File: config.mk
export PLATFORM = sky130hd
export DESIGN_NAME = bram_rmw_ctrl
export DESIGN_NICKNAME = d
export VERILOG_FILES = /design/src/rtl/bram_rmw_ctrl.sv
export SDC_FILE = /design/constraint.sdc
export NUM_CORES = 1
export LEC_CHECK = 0
export BUFFER_PORTS_ARGS = -buffer_cell sky130_fd_sc_hd__buf_2
export CAP_MARGIN = 20
export CORE_UTILIZATION = 54
export DETAILED_ROUTE_END_ITERATION = 8
export PLACE_DENSITY = 0.89
export SLEW_MARGIN = 0
export SYNTH_ARGS = -nofsm -noshare
export SYNTH_HDL_FRONTEND = slang
export SYNTH_SLANG_ARGS = --single-unit
File: constraint.sdc
create_clock -name clk -period 3.81 [get_ports clk]
set_clock_uncertainty 0.1 [all_clocks]
set_input_delay 0 -clock clk [delete_from_list [all_inputs] [get_ports clk]]
set_output_delay 0 -clock clk [all_outputs]
set_load 0.005 [all_outputs]
File: src/rtl/bram_rmw_ctrl.sv
// bram_rmw_ctrl
//   Read-modify-write accumulation controller in front of a simple dual-port
//   BRAM (one registered read port, one write port). Each accepted update
//   performs ram[addr] <= ram[addr] + inc at one update per cycle. Same-address
//   hazards are resolved by forwarding from the write stage (S2) and from a
//   one-cycle copy of the last write (S3). The block also zero-fills the BRAM
//   after reset or on request and serves host reads through the shared read
//   port (updates have strict priority).
//
// Ports
//   clk, rst                        clock, synchronous active-high reset
//   upd_valid/upd_ready/upd_addr/upd_data   update stream (addr, increment)
//   rd_valid_in/rd_ready/rd_addr    host read request
//   rd_valid/rd_data                host read response, one cycle after accept
//   clr_start/clr_done              full-memory clear request / end pulse
//   busy                            high whenever not in RUN
//   bram_r_addr/bram_dout           BRAM read port (1-cycle registered read)
//   bram_w_addr/bram_we/bram_din    BRAM write port
module bram_rmw_ctrl #(
    parameter int DATA_W = 8,
    parameter int ADDR_W = 10
) (
    input  logic              clk,
    input  logic              rst,
    input  logic              upd_valid,
    output logic              upd_ready,
    input  logic [ADDR_W-1:0] upd_addr,
    input  logic [DATA_W-1:0] upd_data,
    input  logic              rd_valid_in,
    output logic              rd_ready,
    input  logic [ADDR_W-1:0] rd_addr,
    output logic              rd_valid,
    output logic [DATA_W-1:0] rd_data,
    input  logic              clr_start,
    output logic              clr_done,
    output logic              busy,
    output logic [ADDR_W-1:0] bram_r_addr,
    input  logic [DATA_W-1:0] bram_dout,
    output logic [ADDR_W-1:0] bram_w_addr,
    output logic              bram_we,
    output logic [DATA_W-1:0] bram_din
);

    localparam int DEPTH = 2 ** ADDR_W;

    typedef enum logic [1:0] {CLEAR, RUN, DRAIN} state_t;

    state_t            state, state_nxt;
    logic [ADDR_W-1:0] cnt;

    // S1: op whose BRAM read is returning this cycle
    logic              s1_valid, s1_rd;
    logic [ADDR_W-1:0] s1_addr;
    logic [DATA_W-1:0] s1_inc;
    // S2: write stage
    logic              s2_valid;
    logic [ADDR_W-1:0] s2_addr;
    logic [DATA_W-1:0] s2_sum;
    // S3: last write, kept one cycle because a read that sampled the BRAM on
    // the same edge as that write still returned the old contents
    logic              s3_valid;
    logic [ADDR_W-1:0] s3_addr;
    logic [DATA_W-1:0] s3_sum;

    logic              upd_acc, rd_acc;
    logic [DATA_W-1:0] fwd_val, s1_sum;

    // Youngest matching write wins
    always_comb begin
        if (s2_valid && s2_addr == s1_addr)
            fwd_val = s2_sum;
        else if (s3_valid && s3_addr == s1_addr)
            fwd_val = s3_sum;
        else
            fwd_val = bram_dout;
    end

    assign s1_sum = fwd_val + s1_inc;

    always_comb begin
        state_nxt   = state;
        upd_ready   = 1'b0;
        rd_ready    = 1'b0;
        clr_done    = 1'b0;
        bram_we     = 1'b0;
        bram_w_addr = '0;
        bram_din    = '0;
        busy        = (state != RUN);
        rd_valid    = s1_valid && s1_rd;
        rd_data     = (s1_valid && s1_rd) ? fwd_val : '0;

        case (state)
            CLEAR: begin
                bram_we     = 1'b1;
                bram_w_addr = cnt;
                if (cnt == ADDR_W'(DEPTH - 1)) begin
                    state_nxt = RUN;
                    clr_done  = 1'b1;
                end
            end
            RUN: begin
                // The cycle clr_start is seen accepts nothing
                upd_ready = !clr_start;
                rd_ready  = !clr_start && !upd_valid;
                if (clr_start)
                    state_nxt = DRAIN;
                bram_we     = s2_valid;
                bram_w_addr = s2_valid ? s2_addr : '0;
                bram_din    = s2_valid ? s2_sum  : '0;
            end
            DRAIN: begin
                bram_we     = s2_valid;
                bram_w_addr = s2_valid ? s2_addr : '0;
                bram_din    = s2_valid ? s2_sum  : '0;
                if (!s1_valid && !s2_valid)
                    state_nxt = CLEAR;
            end
            default: state_nxt = CLEAR;
        endcase

        // Outputs sit at their idle values while reset is held
        if (rst) begin
            upd_ready   = 1'b0;
            rd_ready    = 1'b0;
            rd_valid    = 1'b0;
            rd_data     = '0;
            clr_done    = 1'b0;
            busy        = 1'b1;
            bram_we     = 1'b0;
            bram_w_addr = '0;
            bram_din    = '0;
        end
    end

    assign upd_acc = upd_valid && upd_ready;
    assign rd_acc  = rd_valid_in && rd_ready;

    // S0: accepted op presents its address to the read port this cycle
    always_comb begin
        if (upd_acc)
            bram_r_addr = upd_addr;
        else if (rd_acc)
            bram_r_addr = rd_addr;
        else
            bram_r_addr = '0;
    end

    always_ff @(posedge clk) begin
        if (rst) begin
            state    <= CLEAR;
            cnt      <= '0;
            s1_valid <= 1'b0;
            s1_rd    <= 1'b0;
            s2_valid <= 1'b0;
            s3_valid <= 1'b0;
        end else begin
            state    <= state_nxt;
            cnt      <= (state == CLEAR) ? cnt + ADDR_W'(1) : '0;
            s1_valid <= upd_acc || rd_acc;
            s1_rd    <= rd_acc;
            s1_addr  <= upd_acc ? upd_addr : rd_addr;
            s1_inc   <= upd_data;
            // Reads occupy S1 only and never write
            s2_valid <= s1_valid && !s1_rd;
            s2_addr  <= s1_addr;
            s2_sum   <= s1_sum;
            s3_valid <= (state == DRAIN && state_nxt == CLEAR) ? 1'b0 : s2_valid;
            s3_addr  <= s2_addr;
            s3_sum   <= s2_sum;
        end
    end

endmodule

* After elaboration in Yosys (flattened, before gate mapping)
Index checks and enable logic that the tools add are counted.
** Operators by class
- Muxes and demuxes :: 28
- Shifts and indexed selects :: 0
- Multiply operators :: 0
- $add $sub $neg :: 2
- Bitwise operators :: 1
- Div/mod/pow operators :: 0
- Reductions and logical operators :: 20
- Order comparisons :: 0
- Equal/unequal tests :: 6
** Operators with widths (number)
- 2-to-1 mux 8 bit :: 7
- 2-to-1 mux 10 bit :: 5
- == test 10 bit :: 2
- case mux 10 bit (2 select lines) :: 1
- adder 10 x 1 -> 10 bit, second input constant :: 1
- == test 10 bit, second input constant :: 1
- 2-to-1 mux 1 bit :: 10
- logical AND 1 bit :: 9
- adder 8 bit :: 1
- 2-to-1 mux 2 bit :: 3
- case mux 2 bit (3 select lines) :: 1
- OR reduction 2 bit :: 3
- zero test 1 bit :: 5
- zero test 2 bit :: 2
- == test 2 x 1 -> 1 bit, second input constant :: 1
- == test 2 bit, second input constant :: 1
- != test 2 x 1 -> 1 bit, second input constant :: 1
- case mux 1 bit (2 select lines) :: 1
- logical OR 1 bit :: 1
- inverter 1 bit :: 1
** Word-level totals
- Register bits after elaboration :: 70
- Memories :: 0
- Latch bits :: 0
- RAM bits :: 0
- Bits in read-only memories :: 0

* Longest topological paths before layout
Gate-level depths: netlist (run 1).
- Depth in word-level cells :: 7
- Gate-level depth with buffers :: 12
- Mapped depth without buffers :: 12

* Worst setup path after synthesis (run 1)
OpenSTA, ideal clock, no wires.
- Kind :: reg2reg
- Start point :: register s1_addr[4]
- End point :: register s2_sum[7], data pin
- Library setup time :: 0.268 ns
- Arrival :: 2.906 ns
- Path buffers :: 1
- Setup slack :: 0.536 ns
- Cell stages (with the launch flop) :: 13
- Cell sequence :: edfxtp_1 xor2_1 nor4_1 or4b_4 buf_4 nor2_1 a21oi_1 ha_1 a21oi_1 o211ai_1 a21o_1 a21oi_1 xnor3_1
** Between the ends
- Word-level cells in the longest chain between the ends :: 5
- Elaborated cells between the ends (all ways) :: 7
- Classes of those cells :: add/sub: 1; eq/ne: 2; mux: 2; reduce/logical: 2
** RTL lines
- from (decl) :: line 53 : logic [ADDR_W-1:0] s1_addr;
- from (signal assigned) :: line 161 : s1_addr <= upd_acc ? upd_addr : rd_addr;
- == test 10 bit :: line 72 : else if (s3_valid && s3_addr == s1_addr)
- logical AND 1 bit :: line 72
- 2-to-1 mux 8 bit :: line 72
- 2-to-1 mux 8 bit (*) :: line 70 : if (s2_valid && s2_addr == s1_addr)
- adder 8 bit (*) :: line 78 : assign s1_sum = fwd_val + s1_inc;
- net s1_sum[7] :: line 66 : logic [DATA_W-1:0] fwd_val, s1_sum;
- to (signal assigned) :: line 166 : s2_sum <= s1_sum;
- to (decl) :: line 58 : logic [DATA_W-1:0] s2_sum;
Mark *: on every way through the listed nets, which the timed path passes. The rest lies on a longest branch.
A chain may end at the register's enable or synchronous reset.

* Final worst setup path (run 1)
- Start point :: register s1_addr[4]
- End point :: register s2_sum[6], data pin
Same word-level chain as after synthesis.

==> flow_summary.toml, run 1 <==
[setup_path]
slowest_delay_ps = 640
cp.required_ps = 3800
criticalPathCategory = "flip-flop to flip-flop"
crit_family = "simple AND/OR/NAND/NOR gates"
cp_max_fo = 22
path_buf_inv = 0
cpMostUsedCell = "a21oi_1"
setup.worst_path.end_class = "flip-flop"
worstPathArrival_ps = 3630
crit_chain = "xor2_1 -> nor4_1 -> or4b_4 -> nor2_1 -> a21oi_1 -> ha_1 -> fa_1 -> a21o_1 -> a21oi_1 -> o21bai_1 -> a21oi_1 -> xnor2_1"
cp_slowest_cell = "or4b_4"
start_kind = "flip-flop"

[clock_tree]
root_buffer = "clkbuf_8"
cts_tree = "done"
clkTransAtPathRegs_ps = 70
cts_buffers = 9
post_cts_resize_count = 0
clock_latency_ps = 340
cts_buffer_depth = 2
htreeDepth = 3
cts_sinks = 70

[synthesis]
ys_seq_elements = 70
yosysTopAreaCell = "edfxtp_1"
netlist_area_sq_mm = 0.003502
synth-edff-count = 54
syn_nets = 344
ys_warn_count = 0
synthTopCellsByCount = "edfxtp_1 (54), nor2_1 (30), xnor2_1 (19)"
synth_seq_area_share_pct = 55.45
synth_area_leaders = "edfxtp_1 (46%), dfxtp_1 (9.1%), xnor2_1 (4.8%)"
synthArstFlopShare_pct = 0
synth_most_common_cell = "edfxtp_1"
avgSynthCellArea_sq_um = 12.08
synth_cell_type_count = 44
synth_flop_cell = "edfxtp_1"
netlist_instances = 290
synth_top_cell_area_share_pct = 46.30

[timing]
tightest_slew_ps = 787.3
report.final.slew_viol_count = 0
finalSetupViolations = 0
finalHoldViolCount = 0
final.min_clock_period_ps = 3643
slew_headroom_pct = 47.52
fmax_ghz = 0.2745
fin_crit_sh_pct = 95.61
final.setup.worst_slack_ps = 167.3

[placed_design]
portBuffers = 82
gp_congestion = 0.9184
dp_hpwl_mm = 5.708
place_ws_ps = 136.7

[route]
drt_pass1_iterations = 5
ant_nets = 0
drtIter0Drc = 334
viasPerCell = 5.936
drt_wl_total_mm = 8.245
vias = 2873
drc = 0
wl_per_cell_um = 17.04

[power_and_ir_drop]
clock_power_share_pct = 34.1
p_int_mw = 1.279
p_comb_share_pct = 10.6
ir_drop_mv = 0.2612
powerDensity_mw_per_mm2 = 378.3
seq_power_share_pct = 55.3
total_leakage_power_nw = 1.883
finalPower_mw = 1.688
power_switching_mw = 0.4083
p_sw_share_pct = 24.19

[global_routing]
grt-ovfl-total = 0
antenna_found_initial = 0
grt_pass1_wl_mm = 12.46
grt_max_degree = 67
grt_usage_pct = 25.65
grt_pass1_vias = 2594

[die]
die-area_sq_mm = 0.006811
io_pins = 83
fp.dieH_um = 82.53
die_x_um = 82.53
start_util_pct = 57.45
rows = 28
core_sq_mm = 0.006096

[layout]
syn_to_final_growth_pct = 27.40
fillers = 427
layout-drive-gt1-share_pct = 28.36
fin_nets = 458
insertedDiodeCount = 0

[run_status]
status = "finished, final reports clean"

[flow_run]
cap_violations = 0

[min_path]
hold_class = "input port to flip-flop"
-- final timing paths --
path	start	slack [ps]	cells after the start	to
worst min-delay path	rd_valid_in	50	2	s1_rd$_SDFF_PP0_
worst max register to register	s1_addr[4]$_DFFE_PN_	170	12	s2_sum[6]$_DFFE_PN_
worst min register to register	s1_rd$_SDFF_PP0_	370	1	s2_valid$_SDFF_PP0_
worst max-delay path	s1_addr[4]$_DFFE_PN_	170	12	s2_sum[6]$_DFFE_PN_
-- power by group through the flow --
stage                     Combinational (mW)  Sequential [mW]  Clock [mW]
after global placement                 0.143            0.945           0
final                                  0.179            0.933       0.576
after detailed placement               0.153            0.949           0
after global routing                   0.194            0.939       0.617
after CTS                              0.175            0.932       0.582
after floorplan                        0.102            0.934           0
-- metrics by stage --
stage	instances	instance area (sq um)	util, %	hold slack [ps]	TNS [ps]
floorplan	290	3502	-	-64.08	0
detailed placement	436	3956	64.90	78.35	0
finish	484	4462	73.19	45.25	0
CTS	481	4439	72.82	30.50	0
global route	484	4462	73.19	60.55	-4.417
global placement	436	3956	64.90	76.30	0
-- placed cells by master (no fill, tap or decap), drive strengths merged, types with 15 or more instances in the layout --
master	synthesis	final
buf	3	86
xnor2	19	19
nor2	30	30
dlygate4sd3	0	29
dfxtp	16	16
a21oi	15	15
edfxtp	54	54
-- logic make-up (layout without fill, tap and decap cells) --
kind of cell             count (synthesis)  count (layout)  synth area share (%)
multiplexers                            17              17                 5.216
adder cells (fa/ha/maj)                 13              13                 4.859
flip-flops                              70              70                 55.45
AO/OA/AOI/OAI                           56              56                 11.25
buffers and inverters                   22             141                 2.715
XOR/XNOR                                32              32                 8.396
AND/OR/NAND/NOR                         80              80                 12.11
-- state kept, by name, summed over array words and instances (netlist names) --
name      cells
s1_rd         1
s2_addr      10
s1_addr      10
s1_valid      1
s2_valid      1
s3_sum        8
s3_addr      10
state         2
s3_valid      1
cnt          10
s1_inc        8
s2_sum        8
-- what timing repair did --
action / in CTS / in global routing
hold endpoints to repair: 22 / 0
endpoints found under the setup margin: 0 / 2
buffers inserted: 0 / 3
hold buffers: 29 / 0
-- metal layers --
metal | share of wire [%] | wire length [um] | vias up | global-route usage [%]
met1 | 41 | 3357 | 1352 | 33.91
met5 | 0 | 0 | - | 0
met2 | 48 | 3972 | 174 | 39.83
met3 | 7.8 | 647 | 28 | 4.835
li1 | - | - | 1319 | -
met4 | 3.2 | 267 | 0 | 14.31
-- area by class of cell --
cell class	count	area [sq um]	area share (%)
Tap cell	75	93.84	2.103
Multi-Input combinational cell	198	1465	32.84
Timing Repair Buffer	115	730.7	16.38
Sequential cell	70	1942	43.52
Clock inverter	4	26.28	0.5889
Inverter	10	37.54	0.8413
Clock buffer	12	166.4	3.730
Note: power is estimated with default switching activity, not from simulation.
==> run 2: changes to the inputs <==
--- a/config.mk
+++ b/config.mk
@@ -9,6 +9,7 @@
 export CAP_MARGIN = 20
 export CORE_UTILIZATION = 54
 export DETAILED_ROUTE_END_ITERATION = 8
+export MAX_ROUTING_LAYER = met4
 export PLACE_DENSITY = 0.89
 export SLEW_MARGIN = 0
 export SYNTH_ARGS = -nofsm -noshare
==> run 2 against run 1 <==
Largest cell class unchanged. Flip-flop and latch count did not move. Clock power rose by 1%. Combinational power barely moved. Fmax rose by 0.79%. Design area rose by 0.53%. Wire length rose by 1.5%.
==> flow_summary.toml, run 2 (synthesis results as in run 1) <==
[clock_tree]
cts_buffers = 9
cts_sinks = 70
htreeDepth = 3
root_buffer = "clkbuf_8"
clock_latency_ps = 350
cts_tree = "done"
cts_buffer_depth = 2
clkTransAtPathRegs_ps = 80

[timing]
final.min_clock_period_ps = 3614
finalHoldViolCount = 0
hold_slack_ps = 41.43
setup-tns-final_ps = 0
slew_headroom_pct = 48.58
report.final.slew_viol_count = 0
fin_crit_sh_pct = 94.86
tightest_slew_ps = 771.3
finalSetupViolations = 0
fmax_ghz = 0.2767
final.setup.worst_slack_ps = 195.7

[global_routing]
gr-usage-met2_pct = 42.98
grt_max_degree = 67
grt-ovfl-total = 0
antenna_found_initial = 0
grt_usage_pct = 26.55
grt_use_met1_pct = 32.71
grt_pass1_vias = 2580
use_met3_pct = 5.495
grt_pass1_wl_mm = 12.52
top_usage_layer = "met2"

[route]
drtIter0Drc = 261
drc = 0
viasPerCell = 5.777
vias = 2802
drt_wl_total_mm = 8.369
ant_nets = 0
wl_per_cell_um = 17.26
drt_pass1_iterations = 4

[power_and_ir_drop]
powerDensity_mw_per_mm2 = 378.1
total_leakage_power_nw = 1.887
ir_drop_mv = 0.2383
finalPower_mw = 1.696

[die]
core_sq_mm = 0.006096
die_x_um = 82.53
die-area_sq_mm = 0.006811
rows = 28
start_util_pct = 57.45
fp.dieH_um = 82.53
io_pins = 83

[setup_path]
start_kind = "flip-flop"
cp_max_fo = 22
worstPathArrival_ps = 3630
reg2reg_depth = 12
criticalPathCategory = "flip-flop to flip-flop"
r2r_start = "s1_addr[9]$_DFFE_PN_"
r2r_slack_ps = 200
r2r_end = "s2_sum[6]$_DFFE_PN_"
setup.worst_path.end_class = "flip-flop"
cp.required_ps = 3820

[placed_design]
place_ws_ps = 165.0
gp_congestion = 0.9464
portBuffers = 82
dp_hpwl_mm = 5.535
dp_cells = 436

[flow_run]
cap_violations = 0

[layout]
layout-drive-gt1-share_pct = 28.29
syn_to_final_growth_pct = 28.08
fillers = 413
fin_nets = 459
most-common-layout-cells = "buf_2 (82), edfxtp_1 (54), nor2_1 (30)"
instances_no_fill = 485
final_common_cell = "buf_2"
insertedDiodeCount = 0

[run_status]
status = "finished, final reports clean"

[min_path]
whs_endpoint = "s1_rd$_SDFF_PP0_"
whs_path_depth = 2
hold_class = "input port to flip-flop"
hold_start = "rd_valid_in"
[run 2: per-stage QoR]
stage                     util (%)  area (sq um)
final                        73.58          4486
after detailed placement     64.90          3956
after global placement       64.90          3956
after floorplan                  -          3502
after global routing         73.58          4486
after CTS                    72.89          4443
[run 2: worst max-delay path by stage]
stage / from / endpoint / slack, ps / cells past startpoint
2_1_floorplan: s1_addr[4]$_DFFE_PN_ / s2_sum[7]$_DFFE_PN_ / 540 / 12
4_1_cts: s1_addr[1]$_DFFE_PN_ / s2_sum[7]$_DFFE_PN_ / 140 / 11
3_5_place_dp: s1_addr[1]$_DFFE_PN_ / s2_sum[7]$_DFFE_PN_ / 160 / 11
5_1_grt: s1_addr[9]$_DFFE_PN_ / s2_sum[7]$_DFFE_PN_ / -10 / 11
6_report: s1_addr[9]$_DFFE_PN_ / s2_sum[6]$_DFFE_PN_ / 200 / 12
3_3_place_gp: s1_addr[1]$_DFFE_PN_ / s2_sum[7]$_DFFE_PN_ / 320 / 11
[run 2: timing repair]
| action | 4_1_cts | 5_1_grt |
|---|---|---|
| gates resized for setup | 0 | 0 |
| hold endpoints to repair | 22 | 0 |
| hold buffers | 29 | 0 |
| setup buffers | 0 | 4 |
| endpoints found under the setup margin | 0 | 2 |
[run 2: power by group]
part	total [mW]	switching, mW	internal, mW
sequential	0.934	0.0426	0.892
combinational	0.179	0.0861	0.0927
clock	0.583	0.274	0.309
total	1.70	0.403	1.29
[run 2: area by class of cell]
class | count | area [sq um] | area share [%]
multi-input cells | 198 | 1465 | 32.66
clock buffers | 13 | 180.2 | 4.017
flip-flops and latches | 70 | 1942 | 43.29
well taps | 75 | 93.84 | 2.092
repair buffers | 116 | 750.7 | 16.74
inverters | 10 | 37.54 | 0.8368
clock inverters | 3 | 16.27 | 0.3626
[run 2: layer usage]
layer / vias to the layer above / part of all wire [%]
met5: - / 0
met4: 0 / 1.8
met3: 17 / 5.5
met2: 117 / 52
met1: 1352 / 41
li1: 1316 / -
[run 2: worst max-delay path: stages (launching register included)]
cell      delay, ps
edfxtp_1        450
xnor2_1         310
nand4_1         160
or4b_4          650
nor2_1          180
a21oi_1          70
ha_1            220
fa_1            400
a21o_1          180
a21oi_1         270
o21bai_1        110
a21oi_1         190
xnor2_1          90
